<file path="src/rtl/univ_shift_reg.sv">
// univ_shift_reg
//   WIDTH-bit universal register: hold, shift left/right, rotate left/right,
//   arithmetic shift right, parallel load, and a self-timed serialise burst.
//   A burst loads d and shifts it out LSB-first on sout_lsb. busy is high
//   while the burst runs, and done pulses for one cycle when it completes.
//
// Ports
//   clk       clock, rising edge
//   rst       synchronous active-high reset, loads RST_VAL
//   pst_n     synchronous active-low preset, loads PST_VAL and aborts a burst
//   en        mode enable (ignored while busy)
//   mode      operation select
//   d         parallel load data
//   sin_l     serial in to MSB (right shifts, burst)
//   sin_r     serial in to LSB (left shifts)
//   q, qb     register contents and complement
//   sout_lsb  q[0]
//   sout_msb  q[WIDTH-1]
//   busy      burst in progress
//   done      one-cycle burst-complete pulse
//
// state | meaning
// IDLE  | normal register operation under en/mode
// SHIFT | serialise burst, one bit per cycle until cnt reaches 0

module univ_shift_reg #(
  parameter int               WIDTH   = 8,
  parameter logic [WIDTH-1:0] RST_VAL = {WIDTH{1'b0}},
  parameter logic [WIDTH-1:0] PST_VAL = {WIDTH{1'b1}}
) (
  input  logic             clk,
  input  logic             rst,
  input  logic             pst_n,
  input  logic             en,
  input  logic [2:0]       mode,
  input  logic [WIDTH-1:0] d,
  input  logic             sin_l,
  input  logic             sin_r,
  output logic [WIDTH-1:0] q,
  output logic [WIDTH-1:0] qb,
  output logic             sout_lsb,
  output logic             sout_msb,
  output logic             busy,
  output logic             done
);

  localparam int CW = (WIDTH > 1) ? $clog2(WIDTH) : 1;

  typedef enum logic {
    IDLE  = 1'b0,
    SHIFT = 1'b1
  } state_t;

  state_t           state_q, state_d;
  logic [WIDTH-1:0] q_q, q_d;
  logic [CW-1:0]    cnt_q, cnt_d;
  logic             done_q, done_d;

  always_ff @(posedge clk) begin
    if (rst) begin
      state_q <= IDLE;
      q_q     <= RST_VAL;
      cnt_q   <= '0;
      done_q  <= 1'b0;
    end else begin
      state_q <= state_d;
      q_q     <= q_d;
      cnt_q   <= cnt_d;
      done_q  <= done_d;
    end
  end

  always_comb begin
    state_d = state_q;
    q_d     = q_q;
    cnt_d   = cnt_q;
    done_d  = 1'b0;

    if (!pst_n) begin
      state_d = IDLE;
      q_d     = PST_VAL;
      cnt_d   = '0;
    end else if (state_q == SHIFT) begin
      // cnt counts the shifts still owed; the cnt==0 cycle only closes the burst
      if (cnt_q != '0) begin
        q_d   = {sin_l, q_q[WIDTH-1:1]};
        cnt_d = cnt_q - CW'(1);
      end else begin
        state_d = IDLE;
        done_d  = 1'b1;
      end
    end else if (en) begin
      case (mode)
        3'b000: q_d = q_q;
        3'b001: q_d = {sin_l, q_q[WIDTH-1:1]};
        3'b010: q_d = {q_q[WIDTH-2:0], sin_r};
        3'b011: q_d = d;
        3'b100: q_d = {q_q[0], q_q[WIDTH-1:1]};
        3'b101: q_d = {q_q[WIDTH-2:0], q_q[WIDTH-1]};
        3'b110: q_d = {q_q[WIDTH-1], q_q[WIDTH-1:1]};
        3'b111: begin
          q_d     = d;
          cnt_d   = CW'(WIDTH - 1);
          state_d = SHIFT;
        end
        default: q_d = q_q;
      endcase
    end
  end

  assign q        = q_q;
  assign qb       = ~q_q;
  assign sout_lsb = q_q[0];
  assign sout_msb = q_q[WIDTH-1];
  assign busy     = (state_q == SHIFT);
  assign done     = done_q;

endmodule

</file>
<file path="config.mk">
export PLATFORM = sky130hd
export DESIGN_NAME = univ_shift_reg
export DESIGN_NICKNAME = d
export VERILOG_FILES = /design/src/rtl/univ_shift_reg.sv
export SDC_FILE = /design/constraint.sdc
export NUM_CORES = 1
export LEC_CHECK = 0
export ABC_AREA = 1
export CORE_MARGIN = 8
export CORE_UTILIZATION = 35
export CTS_BUF_LIST = sky130_fd_sc_hd__clkbuf_16
export DETAILED_ROUTE_END_ITERATION = 12
export PLACE_DENSITY = 0.7
export SYNTH_ARGS = -nofsm -noshare
export SYNTH_HDL_FRONTEND = slang
export SYNTH_SLANG_ARGS = --single-unit
export TNS_END_PERCENT = 50
</file>
<file path="constraint.sdc">
create_clock -name clk -period 1.5 [get_ports clk]
set_input_delay 0.15 -clock clk [delete_from_list [all_inputs] [get_ports clk]]
set_output_delay 0.15 -clock clk [all_outputs]
set_load 0.01 [all_outputs]
</file>
* After elaboration in Yosys (flattened, before gate mapping)
Index checks and enable logic that the tools add are counted. Widths: inputs -> output; s select.
Storage, ports and cells: word-level logic and storage cells 45, bits in registers 13, bits of input ports 17, output and inout bits 20
Cells by class: mux-type cells 14, reductions and logical operators 10, equality and inequality tests 12, bitwise operators 3, $add $sub $neg 1
Operators with widths (count):
- $pmux 8 s6 | 1
- $mux 8 | 4
- $eq 3x3->1 const B | 4
- $mux 3 | 4
- $not 8->8 | 1
- $eq 3x2->1 const B | 2
- $ne 3x3->1 const B | 2
- $reduce_and 3->1 | 2
- $mux 1 | 5
- $reduce_and 4->1 | 1
- $reduce_bool 2->1 | 2
- $reduce_or 2->1 | 2
- $eq 3x1->1 const B | 1
- $logic_not 3->1 | 1
- $ne 3x1->1 const B | 1
- $ne 3x2->1 const B | 1
- $reduce_bool 3->1 | 1
- $reduce_or 3->1 | 1
- $sub 3x1->3 const B | 1
- $ne 2x1->1 const B | 1
- $not 1->1 | 2

* Longest topological paths before layout
word-level depth 6, depth in mapped cells 9, mapped depth without buffers 9

* Worst setup path before layout
No wires, ideal clock.
kind register -> register, start register state_q (netlist: busy), end register q_q[1] (netlist: q[1]), buffers on the path 0, slack 316 ps, library setup time 115 ps, cell stages (with the launch flop) 8, period minus slack after synthesis 1184 ps, arrival 1069 ps, required time 1385 ps, path through dfxtp_1 inv_2 nand2_2 nor2_2 nand2_4 nand3_4 nor2_2 a21oi_2
On the way: word-level cells in the longest chain between the ends 2, elaborated cells on any way between the ends 6, those cells by class eq/ne (3); mux (2); reduce/logical (1)
RTL lines:
- start: declaration | line 54 | state_t state_q, state_d;
- start signal: assignment | line 66 | state_q <= state_d;
- $ne 3x2->1 (no line) (tied with other cells)
- $reduce_and 3->1 (no line) / $mux 8 (equally long branches)
- end signal: assignment | line 67 | q_q <= q_d;
- end: declaration | line 55 | logic [WIDTH-1:0] q_q, q_d;
Several ways; a longest one is shown, not always the timed one. A chain may end at the register's enable or synchronous reset.

* Worst setup path after layout
start register state_q (netlist: busy), end output port busy
RTL lines:
- end: declaration | line 43 | output logic busy,
No word-level cell between the ends.

==> flow_summary.toml <==
[cells_and_area]
fin_area_sq_um = 1574
final_util_pct = 53.31
diodes = 0
fillers = 319
syn_to_final_growth_pct = 50.66
layout.nets = 240
drive_gt1_share_pct = 22.73

[synthesis]
avgSynthCellArea_sq_um = 6.004
synth_common_cells = "nand2_1 (68), inv_1 (22), dfxtp_1 (13)"
ys_seq_elements = 13
synthArstFlopShare_pct = 0
yosysMostFrequentCell = "nand2_1"
yosysSeqAreaShare_pct = 24.91
synthTopCellsByArea = "dfxtp_1 (25%), nand2_1 (24%), inv_1 (7.9%)"
syn_inst = 174
syn-num-nets = 193
synth_edf_count = 0
yosysWarnings = 0
syn_area_sq_um = 1045
synth_cell_types = 21
synth_top_area_cell = "dfxtp_1"
synth-main-ff-cell = "dfxtp_1"
synth_top_area_share_pct = 24.91

[clock_network]
htreeDepth = 1
cts_tree = "built"
cts.sinks = 13
clock_path_buffers = 2
postCtsSetupBuffers = 0
cts-root-buf = "clkbuf_16"
clk_pin_slew_ns = 0.04
cts_buffers = 3
cts_hold_buf = 0
cts_resized = 1
clk_latency_ns = 0.24

[setup_path]
cpLargestDelayFamily = "buffers and inverters"
crit_path_start = "busy"
slowest_delay_ns = 0.58
start_kind = "flip-flop"
r2r-end = "cnt_q[2]"
path_max_fanout = 8
cp_cell_sequence = "clkdlybuf4s50_1"
reg2reg_depth = 8
arrival_ns = 1.24
timing.rr.start = "cnt_q[0]"
slowest_stage = "clkdlybuf4s50_1"
crit_buf_inv = 1
cp-endpoint = "busy"
crit_cells = 1
worstPathRequired_ns = 1.35
crit_type = "reg2out"
reg2reg_slack_ns = 0.24
setup.worst_path.end_class = "output pin"

[power]
p_leak_nw = 0.7687
power_mw = 1.260
cellPowerDensity_nw_per_um2 = 800.6
irDropWorstVdd_mv = 0.7651

[grt]
grt_pass1_vias = 1107
grt_pass1_wl_microns = 4616
antenna_found_initial = 0
grt_use_total_pct = 11.02
grt-ovfl-total = 0
grt_max_degree = 9

[floorplanning]
dieArea_sq_um = 4989
io-pin-count = 37
die-width_microns = 70.64
rows = 20
core-area_sq_um = 2953
start_util_pct = 35.38
die_h_microns = 70.64

[routing]
drt_pass1_iterations = 5
num_vias = 1123
drtAntennaViolNets = 0
drc = 0
drt_iter0_drc = 33
routed_wl_microns = 2758
wl_per_cell_microns = 10.90
vias_per_cell = 4.439

[place]
dpl_cell_area_sq_um = 1494
portBuffers = 36
post-dp-hpwl_microns = 2222
globalplace.congestion = 0.8366

[sta]
fin_worst_skew_ns = 0.003942
finalSetupViolations = 0
rsz0062_at_grt = "no"
fin_crit_ns = 1.392
slew_headroom_pct = 80.64
hold_violations = 0
worstMarginPinSlew_ns = 0.2896
period_share_pct = 92.82
timing.fmax_mhz = 718.2
slew_viol_final = 0

[run]
drv_cap = 0

[outcome]
status = "finished, final reports clean"

[worst_hold_path]
hold_class = "reg2reg"
==> layer usage <==
| metal | vias up | routed length (microns) | global-route usage, % |
|---|---|---|---|
| met1 | 482 | 1234 | 12.45 |
| met4 | 0 | 21 | 1.386 |
| met5 | - | 0 | 0 |
| li1 | 612 | - | - |
| met3 | 4 | 180 | 4.802 |
| met2 | 25 | 1322 | 19.07 |
==> cell type report <==
type                            instances  area, sq um  share of cell area [%]
Multi-Input combinational cell        126        640.6                   40.70
Inverter                               31        116.4                   7.393
Clock inverter                          1        3.754                  0.2385
Tap cell                               33        41.29                   2.623
Timing Repair Buffer                   46        435.4                   27.66
Sequential cell                        13        261.5                   16.61
Clock buffer                            3        75.07                   4.769
==> worst register-to-register path: stages, from the launching register on <==
cell     delay (ns)
dfxtp_1        0.34
inv_1          0.06
ha_1           0.24
a21oi_2        0.20
inv_2          0.06
nand2_4        0.07
nand2_1        0.06
nand2_1        0.05
a21oi_1        0.06
==> sequential cells by signal, summed over array words and instances (netlist names) <==
name / flops
cnt_q: 3
busy: 1
done: 1
q: 8
==> worst min-delay path by stage <==
stage	from	end	cells after the start	slack, ns
after CTS	cnt_q[1]	cnt_q[1]	2	0.47
after global placement	cnt_q[2]	cnt_q[2]	2	0.46
after global routing	cnt_q[1]	cnt_q[1]	2	0.50
after floorplan	rst	cnt_q[1]	3	0.35
final	cnt_q[1]	cnt_q[1]	2	0.47
after detailed placement	cnt_q[2]	cnt_q[2]	2	0.46
==> power breakdown <==
part	internal [mW]	switching, mW
Combinational	0.192	0.183
Sequential	0.371	0.0249
Clock	0.351	0.139
==> placed cells by master (no fill, tap or decap) <==
master,instances
nand3_1,7
o21ai_0,2
nor2_4,2
a21oi_1,3
o211ai_1,1
inv_2,9
a31oi_1,1
clkdlybuf4s50_1,36
nor2_2,11
nand3_4,1
nand2_1,68
nand4_1,1
nand2_4,3
dfxtp_1,12
dfxtp_2,1
nor2_1,12
clkbuf_16,3
inv_1,23
nand2_2,2
ha_1,2
buf_4,10
a21oi_2,8
nor3_1,2
==> through the flow <==
step                std cells  TNS [ns]  setup WS, ns  hold slack (ns)
floorplan                 174         0        0.3157           0.3526
global placement          249   -0.3340      -0.05530           0.4553
detailed placement        249   -0.3307      -0.05165           0.4552
CTS                       253         0       0.09647           0.4721
global route              253         0      0.008573           0.5019
finish                    253         0        0.1077           0.4686
==> logic make-up (layout without fill, tap and decap cells) <==
logic type / count (synthesis) / count (layout) / synth area share [%]
AOI/OAI and AO/OA: 15 / 15 / 10.42
buffers and inverters: 35 / 81 / 13.77
and+or+nand+nor: 109 / 109 / 48.50
adders and majority gates: 2 / 2 / 2.395
DFF: 13 / 13 / 24.91
No activity file was read; power rests on OpenSTA's default activity.
